===== src/rtl/mem_stage_sram.sv =====
// Memory stage with MEM/WB pipeline register.
// Each 32-bit load/store becomes two 16-bit SRAM half-word accesses (low
// half first). The stage holds ready low for the whole access, which freezes
// the upstream pipeline and its own MEM/WB register.
module mem_stage_sram #(
    parameter int BASE_ADDR   = 1024,
    parameter int WAIT_CYCLES = 2,
    parameter int SRAM_AW     = 18
) (
    input  logic               clk,
    input  logic               rst,
    input  logic               WB_en_in,
    input  logic [1:0]         MEM_Signal_in,
    input  logic [4:0]         Dest_in,
    input  logic [31:0]        ALU_result_in,
    input  logic [31:0]        reg2_in,
    output logic               ready,
    output logic [SRAM_AW-1:0] sram_addr,
    output logic [15:0]        sram_dq_out,
    input  logic [15:0]        sram_dq_in,
    output logic               sram_dq_oe,
    output logic               sram_we_n,
    output logic               WB_en_out,
    output logic               MEM_R_EN_out,
    output logic [4:0]         Dest_out,
    output logic [31:0]        ALU_result_out,
    output logic [31:0]        Mem_read_value_out
);

    typedef enum logic [1:0] {
        IDLE = 2'd0,
        LO   = 2'd1,
        HI   = 2'd2,
        DONE = 2'd3
    } state_t;

    // Counter reload value: the counter runs down to zero over WAIT_CYCLES cycles.
    localparam logic [3:0] CNT_LOAD = 4'(WAIT_CYCLES - 1);

    state_t             state;
    logic [3:0]         cnt;
    logic [15:0]        rd_lo;
    logic [15:0]        rd_hi;

    logic               req;
    logic               is_write;
    logic               is_read;
    logic               last_cycle;
    logic [31:0]        byte_off;
    logic [SRAM_AW-2:0] word_idx;
    logic               unused_addr_bits;

    // A store wins when both control bits are set.
    assign req        = MEM_Signal_in[1] | MEM_Signal_in[0];
    assign is_write   = MEM_Signal_in[0];
    assign is_read    = MEM_Signal_in[1] & ~MEM_Signal_in[0];
    assign last_cycle = (cnt == 4'd0);

    // Word index relative to the data-memory base; wraps silently, no range check.
    assign byte_off         = ALU_result_in - 32'(BASE_ADDR);
    assign word_idx         = byte_off[SRAM_AW:2];
    assign unused_addr_bits = ^{byte_off[31:SRAM_AW+1], byte_off[1:0]};

    // Stall while a request waits in IDLE or an access is in flight.
    assign ready = !((state == IDLE && req) || state == LO || state == HI);

    // Access sequencer: IDLE -> LO -> HI -> DONE -> IDLE, capturing read halves.
    always_ff @(posedge clk or posedge rst) begin
        if (rst) begin
            state <= IDLE;
            cnt   <= 4'd0;
            rd_lo <= 16'd0;
            rd_hi <= 16'd0;
        end else begin
            case (state)
                IDLE: begin
                    if (req) begin
                        state <= LO;
                        cnt   <= CNT_LOAD;
                    end
                end
                LO: begin
                    if (last_cycle) begin
                        rd_lo <= sram_dq_in;
                        state <= HI;
                        cnt   <= CNT_LOAD;
                    end else begin
                        cnt <= cnt - 4'd1;
                    end
                end
                HI: begin
                    if (last_cycle) begin
                        rd_hi <= sram_dq_in;
                        state <= DONE;
                        cnt   <= 4'd0;
                    end else begin
                        cnt <= cnt - 4'd1;
                    end
                end
                // DONE never starts an access, so the held instruction cannot retrigger.
                DONE: begin
                    state <= IDLE;
                    cnt   <= 4'd0;
                end
                default: begin
                    state <= IDLE;
                    cnt   <= 4'd0;
                end
            endcase
        end
    end

    // SRAM bus drive: quiet outside LO/HI, write data only for stores.
    always_comb begin
        sram_addr   = '0;
        sram_dq_out = 16'd0;
        sram_dq_oe  = 1'b0;
        sram_we_n   = 1'b1;
        case (state)
            LO: begin
                sram_addr = {word_idx, 1'b0};
                if (is_write) begin
                    sram_we_n   = 1'b0;
                    sram_dq_oe  = 1'b1;
                    sram_dq_out = reg2_in[15:0];
                end
            end
            HI: begin
                sram_addr = {word_idx, 1'b1};
                if (is_write) begin
                    sram_we_n   = 1'b0;
                    sram_dq_oe  = 1'b1;
                    sram_dq_out = reg2_in[31:16];
                end
            end
            default: begin
                sram_addr = '0;
            end
        endcase
    end

    // MEM/WB register: advances only with the rest of the pipeline.
    always_ff @(posedge clk or posedge rst) begin
        if (rst) begin
            WB_en_out          <= 1'b0;
            MEM_R_EN_out       <= 1'b0;
            Dest_out           <= 5'd0;
            ALU_result_out     <= 32'd0;
            Mem_read_value_out <= 32'd0;
        end else if (ready) begin
            WB_en_out          <= WB_en_in;
            MEM_R_EN_out       <= MEM_Signal_in[1];
            Dest_out           <= Dest_in;
            ALU_result_out     <= ALU_result_in;
            Mem_read_value_out <= is_read ? {rd_hi, rd_lo} : 32'd0;
        end
    end

endmodule


===== config.mk =====
export PLATFORM = sky130hd
export DESIGN_NAME = mem_stage_sram
export DESIGN_NICKNAME = d
export VERILOG_FILES = /design/src/rtl/mem_stage_sram.sv
export SDC_FILE = /design/constraint.sdc
export NUM_CORES = 1
export LEC_CHECK = 0
export CORE_MARGIN = 1
export CORE_UTILIZATION = 39
export CTS_CLUSTER_DIAMETER = 100
export CTS_CLUSTER_SIZE = 24
export DETAILED_ROUTE_END_ITERATION = 10
export MAX_ROUTING_LAYER = met4
export PLACE_DENSITY = 0.74
export SLEW_MARGIN = 0
export SYNTH_ARGS = -nofsm -noshare
export SYNTH_HDL_FRONTEND = slang
export SYNTH_SLANG_ARGS = --single-unit

===== constraint.sdc =====
create_clock -name clk -period 3.78 [get_ports clk]
set_input_delay 0.756 -clock clk [delete_from_list [all_inputs] [get_ports clk]]
set_output_delay 0.756 -clock clk [all_outputs]
set_load 0.02 [all_outputs]

==> results.md, run 1 <==
| Group | Metric | This run |
| --- | --- | --- |
| route | Via-per-instance ratio | 5.15 |
| die | Die X | 114 microns |
| route | Post-detailed-routing wire length | 13100 microns |
| cts | Clock buffer count from CTS | 9 |
| die | Site Rows | 40 |
| finish | Core utilization of the finished layout | 60.4% |
| die | Effective utilization at floorplan | 40.5% |
| route | First DRT Iteration DRCs | 150 |
| cts | Longest Clk Path Bufs | 2 |
| cts | Cell chosen for the clock root | sky130_fd_sc_hd__clkbuf_16 |
| critical path | Critical path startpoint category | input port |
| placed design | Global placer's final weighted congestion | 0.834 |
| finish | Share of cells above drive strength 1 | 17.3% |
| timing | Headroom to the max-slew limit | 41.7% |
| logic synthesis | List of most frequent post-synthesis cells | sky130_fd_sc_hd__dfrtp_1 (109), sky130_fd_sc_hd__mux2_1 (37), sky130_fd_sc_hd__mux2_2 (35) |
| logic synthesis | Cell types occupying the most area after synthesis | sky130_fd_sc_hd__dfrtp_1 (56%), sky130_fd_sc_hd__mux2_1 (8.5%), sky130_fd_sc_hd__mux2_2 (8.0%) |
| run | Maximum Capacitance Violations | 0 |
| route | Drt first pass iters | 4 |
| placed design | Number of I/O port buffers | 197 |
| finish | Number of nets in the final layout | 670 |
| timing | Maximum operating frequency | 277 MHz |
| logic synthesis | Number of distinct library cells after synthesis | 41 |
| timing | Setup repair after global routing missed its margin | no |
| grt | Via count of the first global-routing pass | 4005 |
| logic synthesis | Proportion of register bits with asynchronous set or reset after synthesis | 100% |
| timing | Period Utilization, post-route | 95.4% |
| logic synthesis | Proportion of netlist area held by the largest area contributor | 55.6% |
| die | Core area | 12100 sq um |
| finish | Multi-input gate area in the final layout | 2020 sq um |
| timing | Total setup violations reported at the end of the flow | 0 |
| finish | Number of fillers in the final layout | 999 |
| logic synthesis | Simple-gate share of the synthesized area | 10.6% |
| placed design | Total half-perimeter wirelength after legalization and detailed placement | 9360 microns |
| timing | Post-route setup TNS | 0 ns |
| timing | Post-Route Skew | 0.00393 ns |
| critical path | Critical-path maximum fanout | 6 |
| cts | Setup repair bufs after CTS | 0 |
| cts | Clock Sinks | 109 |
| die | Overall die height | 114 microns |
| logic synthesis | Number of flip-flops and latches in the synthesized netlist | 109 |
| logic synthesis | Proportion of synthesized chip area in sequential cells | 55.6% |
| grt | Largest net degree at the start of global routing | 72 |
| hold path | Min-delay worst type | flip-flop to flip-flop |
| die | Total die area | 13000 sq um |
| power | Power density over cell area | 924 nW/um^2 |
| timing | Final hold vios | 0 |
| logic synthesis | Dominant combinational cell family by area after synthesis | multiplexers |
| logic synthesis | Number of standard cells after synthesis | 384 |
| cts | Number of cells upsized or downsized after cts | 0 |
| power | Pleak | 0.00303 uW |
| route | Post-route antenna net violation count | 0 |
| critical path | Worst Setup End Kind | output port |
| finish | FF+latch area | 2730 sq um |
| status | Status | completed |
| logic synthesis | Fraction of synthesized area in multiplexers | 16.9% |
| cts | H-tree lvl count | 3 |
| finish | Number of antenna diodes | 0 |
| logic synthesis | Number of enable flip-flop cells after synthesis | 0 |
| logic synthesis | Post-synthesis compound-gate area fraction | 11.5% |
| logic synthesis | Post-synth top flop | sky130_fd_sc_hd__dfrtp_1 |
| die | I/O pins | 198 |
| critical path | Data arrival at the endpoint of the critical path | 2.85 ns |
| logic synthesis | Area of the mapped netlist | 4900 sq um |
| critical path | Worst path required time | 3.02 ns |
| timing | Shortest period the worst path allows | 3.61 ns |
| grt | Antenna violations before repair | 0 |
| grt | Aggregate global routing overflow | 0 |
| timing | Pins Over Slew Limit | 0 |
| logic synthesis | Yosys warning total | 0 |
| logic synthesis | Post-synth top area cell | sky130_fd_sc_hd__dfrtp_1 |
| logic synthesis | Most common cell in the synthesized netlist | sky130_fd_sc_hd__dfrtp_1 |
| logic synthesis | Synthesized-area fraction occupied by adder cells | 1.53% |
| critical path | Critical path class | input port to output port |
| grt | Overall Global Routing Usage | 21.3% |
| cts | Post-CTS clock slew at the launch and capture registers of the worst setup and hold paths | 0.07 ns |
| logic synthesis | Xor and xnor fraction of the mapped netlist area | 0.536% |
| finish | Layout-stage area growth over the synthesis result | 49.3% |
| grt | Wire length of the first global-routing pass | 20800 microns |
| power | Worst IR Drop VDD | 613 uV |
| route | DR DRC count | 0 |
| cts | # hold bufs at CTS | 0 |
| logic synthesis | Number of nets produced by synthesis | 480 |
| cts | Clock latency of the later-clocked register in the worst-skew pair | 0.34 ns |
| route | Routed wire length per instance | 17.5 microns |
| power | Total power | 6760 uW |
| timing | Transition time of the tightest slew-check pin | 0.875 ns |
| cts | TritonCTS clock tree | yes |
| logic synthesis | Average footprint of a synthesized cell | 12.8 sq um |
| route | Total via count in the routed design | 3848 |
## area by class of cell
cell class	count	area share, %
flip-flops and latches	109	37.3
repair buffers	205	27.9
multi-input cells	240	27.6
clock buffers	9	3.08
well taps	168	2.87
clock inverters	7	0.803
inverters	9	0.496
## flip-flops by register name, summed over array words and instances, names as in the netlist
register	cells
Mem_read_value_out	32
ALU_result_out	32
rd_lo	16
Dest_out	5
MEM_R_EN_out	1
rd_hi	16
cnt	4
state	2
WB_en_out	1
## kinds of logic after synthesis
| family | count (synthesis) |
|---|---|
| compound gates | 67 |
| xor+xnor | 3 |
| fa+ha+maj | 6 |
| buf+inv | 35 |
| flops | 109 |
| mux | 74 |
| simple gates | 90 |
## routing by layer
metal / part of all wire, % / GRT usage (%) / vias to the layer above / routed length (microns)
met2: 47 / 33.9 / 135 / 6170
met3: 7.2 / 6.19 / 16 / 935
li1: - / - / 1780 / -
met5: 0 / - / - / 0
met4: 1.7 / 6.58 / 0 / 217
met1: 44 / 26.2 / 1917 / 5740
## through the flow
stage | hold WS [ns] | instances | setup slack [ns] | area, sq um
after floorplan | 0.480 | 384 | 0.150 | 4900
after global placement | 0.472 | 731 | 0.186 | 7040
after detailed placement | 0.475 | 731 | 0.171 | 7040
after CTS | 0.494 | 747 | 0.165 | 7320
after global routing | 0.504 | 747 | 0.0275 | 7320
final | 0.490 | 747 | 0.172 | 7320
## placed cells by master, fill, tap and decap left out, types with 2 or more instances in the layout
cell type                           n
sky130_fd_sc_hd__clkdlybuf4s50_1  197
sky130_fd_sc_hd__dfrtp_1          109
sky130_fd_sc_hd__mux2_1            37
sky130_fd_sc_hd__mux2_2            35
sky130_fd_sc_hd__nand4_1           32
sky130_fd_sc_hd__a21bo_2           32
sky130_fd_sc_hd__nor2_1            23
sky130_fd_sc_hd__a22oi_1           16
sky130_fd_sc_hd__and2_1             9
sky130_fd_sc_hd__clkbuf_16          9
sky130_fd_sc_hd__inv_1              8
sky130_fd_sc_hd__buf_4              7
sky130_fd_sc_hd__o21ai_0            6
sky130_fd_sc_hd__ha_1               6
sky130_fd_sc_hd__nand2_1            4
sky130_fd_sc_hd__a21oi_1            4
sky130_fd_sc_hd__nand2b_1           3
sky130_fd_sc_hd__nor3b_1            3
sky130_fd_sc_hd__xnor2_1            3
sky130_fd_sc_hd__clkinvlp_4         3
sky130_fd_sc_hd__or4_1              2
sky130_fd_sc_hd__nor3_1             2
sky130_fd_sc_hd__nor4_1             2
sky130_fd_sc_hd__mux2i_1            2
sky130_fd_sc_hd__or3b_2             2
sky130_fd_sc_hd__a32o_1             2
sky130_fd_sc_hd__inv_8              2
## worst max-delay path, cell delays in order
cell	delay, ns
sky130_fd_sc_hd__clkdlybuf4s50_1	0.47
sky130_fd_sc_hd__or3_4	0.42
sky130_fd_sc_hd__or4_1	0.41
sky130_fd_sc_hd__a21oi_1	0.16
sky130_fd_sc_hd__clkdlybuf4s50_1	0.62
## report_power, final
group	total, uW	internal (uW)	switching, uW	leakage, uW
Clock	896	458	438	0.000132
Combinational	3790	1830	1950	0.00155
Sequential	2080	1770	314	0.00134
## worst paths after layout
| check | from | to | slack (ns) | cells after the start |
|---|---|---|---|---|
| worst min-delay path | Mem_read_value_out[23] | Mem_read_value_out[23] | 0.49 | 1 |
| worst max register to register | cnt[0] | rd_hi[3] | 1.48 | 5 |
| min in group asynchronous | rst | ALU_result_out[21] | 0.92 | 2 |
| max in group asynchronous | rst | Mem_read_value_out[5] | 2.12 | 3 |
| worst min register to register | Mem_read_value_out[23] | Mem_read_value_out[23] | 0.49 | 1 |
| worst max-delay path | ALU_result_in[13] | sram_addr[14] | 0.17 | 5 |
Power figures use the tool's default switching activity.
==> run 2, diff against run 1 <==
--- a/config.mk
+++ b/config.mk
@@ -5,13 +5,14 @@
 export SDC_FILE = /design/constraint.sdc
 export NUM_CORES = 1
 export LEC_CHECK = 0
+export CAP_MARGIN = 20
 export CORE_MARGIN = 1
-export CORE_UTILIZATION = 39
+export CORE_UTILIZATION = 34
 export CTS_CLUSTER_DIAMETER = 100
 export CTS_CLUSTER_SIZE = 24
 export DETAILED_ROUTE_END_ITERATION = 10
 export MAX_ROUTING_LAYER = met4
-export PLACE_DENSITY = 0.74
+export PLACE_DENSITY = 0.66
 export SLEW_MARGIN = 0
 export SYNTH_ARGS = -nofsm -noshare
 export SYNTH_HDL_FRONTEND = slang
==> run 2 against run 1 <==
  * Wire length shrank 1.9%
  * Flip-flop and latch count did not move
  * Global-route usage is 3.1 points lower
  * Critical endpoint is now sram_addr[16]
==> results.md, run 2 (synthesis results as in run 1) <==
| Group | Metric | This run |
| --- | --- | --- |
| critical path | CP delay by family, top | buffers and inverters |
| power | Net switching power | 2660 uW |
| finish | Share of cells above drive strength 1 | 17.1% |
| timing | Maximum operating frequency | 274 MHz |
| grt | Largest net degree at the start of global routing | 72 |
| die | Core area | 14000 sq um |
| timing | Headroom to the max-slew limit | 40.7% |
| critical path | Worst path required time | 3.02 ns |
| critical path | Data arrival at the endpoint of the critical path | 2.90 ns |
| hold path | Min-delay worst type | flip-flop to flip-flop |
| timing | Transition time of the tightest slew-check pin | 0.889 ns |
| die | I/O pins | 198 |
| run | Maximum Capacitance Violations | 0 |
| route | First DRT Iteration DRCs | 237 |
| critical path | Library cell contributing the largest single delay on the critical path | sky130_fd_sc_hd__clkdlybuf4s50_1 |
| power | Power density over cell area | 919 nW/um^2 |
| status | Status | completed |
| die | Site Rows | 43 |
| finish | Layout-stage area growth over the synthesis result | 49.7% |
| cts | Longest Clk Path Bufs | 2 |
| grt | Wire length of the first global-routing pass | 20000 microns |
| power | Switching part of the total | 39.4% |
| die | Total die area | 14900 sq um |
| power | Flop pwr share | 30.9% |
| finish | Number of nets in the final layout | 671 |
| timing | Final hold vios | 0 |
| die | Die X | 122 microns |
| cts | Clock buffer count from CTS | 9 |
| cts | Clock Sinks | 109 |
| critical path | Worst-path cell chain | clkdlybuf4s50_1 -> or3_4 -> nor4b_1 -> mux2i_1 -> clkdlybuf4s50_1 |
| route | Post-route antenna net violation count | 0 |
| die | Overall die height | 122 microns |
| timing | Setup repair after global routing missed its margin | no |
| cts | Clock latency of the later-clocked register in the worst-skew pair | 0.35 ns |
| cts | H-tree lvl count | 3 |
| finish | Fin cells | 760 |
| placed design | Total half-perimeter wirelength after legalization and detailed placement | 8980 microns |
| timing | Total setup violations reported at the end of the flow | 0 |
| critical path | Setup crit end | sram_addr[16] |
| grt | Aggregate global routing overflow | 0 |
| timing | Pins Over Slew Limit | 0 |
| timing | Post-route setup TNS | 0 ns |
| power | Internal Pwr Total | 4080 uW |
| critical path | Largest incremental delay on the critical path | 0.62 ns |
| cts | TritonCTS clock tree | yes |
| critical path | Worst Setup End Kind | output port |
| die | Effective utilization at floorplan | 35.0% |
| finish | Most used cells in the layout excluding fill and tap cells | sky130_fd_sc_hd__clkdlybuf4s50_1 (197), sky130_fd_sc_hd__dfrtp_1 (109), sky130_fd_sc_hd__mux2_1 (37), sky130_fd_sc_hd__mux2_2 (35) |
| timing | Final worst setup slack | 0.126 ns |
| cts | Cell chosen for the clock root | sky130_fd_sc_hd__clkbuf_16 |
| critical path | Startpoint of the worst register-to-register path | state[1] |
| critical path | R2r endpoint | WB_en_out |
| critical path | Critical path startpoint category | input port |
| cts | Number of cells upsized or downsized after cts | 0 |
| cts | # hold bufs at CTS | 0 |
| route | Routed wire length per instance | 16.9 microns |
| finish | Number of antenna diodes | 0 |
| timing | Shortest period the worst path allows | 3.65 ns |
| cts | Post-CTS clock slew at the launch and capture registers of the worst setup and hold paths | 0.06 ns |
| critical path | Critical path class | input port to output port |
| placed design | Global placer's final weighted congestion | 0.835 |
| route | Via-per-instance ratio | 5.08 |
| placed design | Number of I/O port buffers | 197 |
| grt | Overall Global Routing Usage | 18.2% |
| critical path | CP startpoint | ALU_result_in[13] |
| grt | Antenna violations before repair | 0 |
| hold path | Min-Delay Path Depth | 1 |
| power | Pleak | 0.00304 uW |
| finish | Leading cell type in the layout, fill and taps excluded | sky130_fd_sc_hd__clkdlybuf4s50_1 |
| route | Total via count in the routed design | 3863 |
| cts | Setup repair bufs after CTS | 0 |
| route | Post-detailed-routing wire length | 12800 microns |
| route | Drt first pass iters | 5 |
| power | Clock share of power | 13.3% |
| timing | Post-Route Skew | 0.00576 ns |
| placed design | Placed Cells incl. Taps | 744 |
| critical path | Reg2Reg Setup Slack | 1.37 ns |
| power | Worst IR Drop VDD | 840 uV |
| finish | Regs by FF count | ALU_result_out x32, Mem_read_value_out x32 |
| critical path | Library cell appearing most often on the critical path | sky130_fd_sc_hd__clkdlybuf4s50_1 |
| critical path | Critical path depth in cells | 5 |
| grt | Via count of the first global-routing pass | 3847 |
| placed design | Setup WS pre-CTS | 0.162 ns |
| critical path | Critical-path maximum fanout | 6 |
| critical path | Length in cells of the worst reg-to-reg path | 7 |
| route | DR DRC count | 0 |
| power | Relative contribution of combinational cells to total power | 55.9% |
| critical path | Worst path bufs/invs | 2 |
| timing | Period Utilization, post-route | 96.7% |
[run 2: stage by stage]
stage | utilization [%] | area, sq um | power (uW) | hold slack, ns
floorplan | - | 4900 | 4320 | 0.480
global placement | 50.5 | 7060 | 5820 | 0.474
detailed placement | 50.5 | 7060 | 5890 | 0.476
CTS | 52.5 | 7340 | 6820 | 0.494
global route | 52.5 | 7340 | 7190 | 0.506
finish | 52.5 | 7340 | 6740 | 0.486
[run 2: power by group through the flow]
stage | clock (uW) | sequential, uW | combinational, uW
5_1_grt | 980 | 2170 | 4040
2_1_floorplan | 0 | 2530 | 1790
4_1_cts | 932 | 2090 | 3800
3_5_place_dp | 0 | 2100 | 3790
6_report | 894 | 2080 | 3770
3_3_place_gp | 0 | 2080 | 3740
[run 2: worst min path at each step]
stage                             end                    from
6_report       Mem_read_value_out[31]  Mem_read_value_out[31]
5_1_grt            ALU_result_out[26]      ALU_result_out[26]
3_5_place_dp   Mem_read_value_out[10]  Mem_read_value_out[10]
3_3_place_gp    Mem_read_value_out[0]   Mem_read_value_out[0]
2_1_floorplan                rd_hi[0]                rd_hi[0]
4_1_cts         Mem_read_value_out[0]   Mem_read_value_out[0]
[run 2: metal layers]
metal	share of wire [%]	GRT usage, %
met2	45	27.1
met4	1.9	5.79
met5	0	-
met1	46	23.3
met3	7.4	6.04
[run 2: area by class of cell]
| class | count | area, sq um |
|---|---|---|
| Fill cell | 1235 | 6650 |
| Sequential cell | 109 | 2730 |
| Timing Repair Buffer | 206 | 2050 |
| Multi-Input combinational cell | 240 | 2020 |
| Clock buffer | 13 | 260 |
| Tap cell | 180 | 225 |
| Inverter | 9 | 36.3 |
| Clock inverter | 3 | 18.8 |
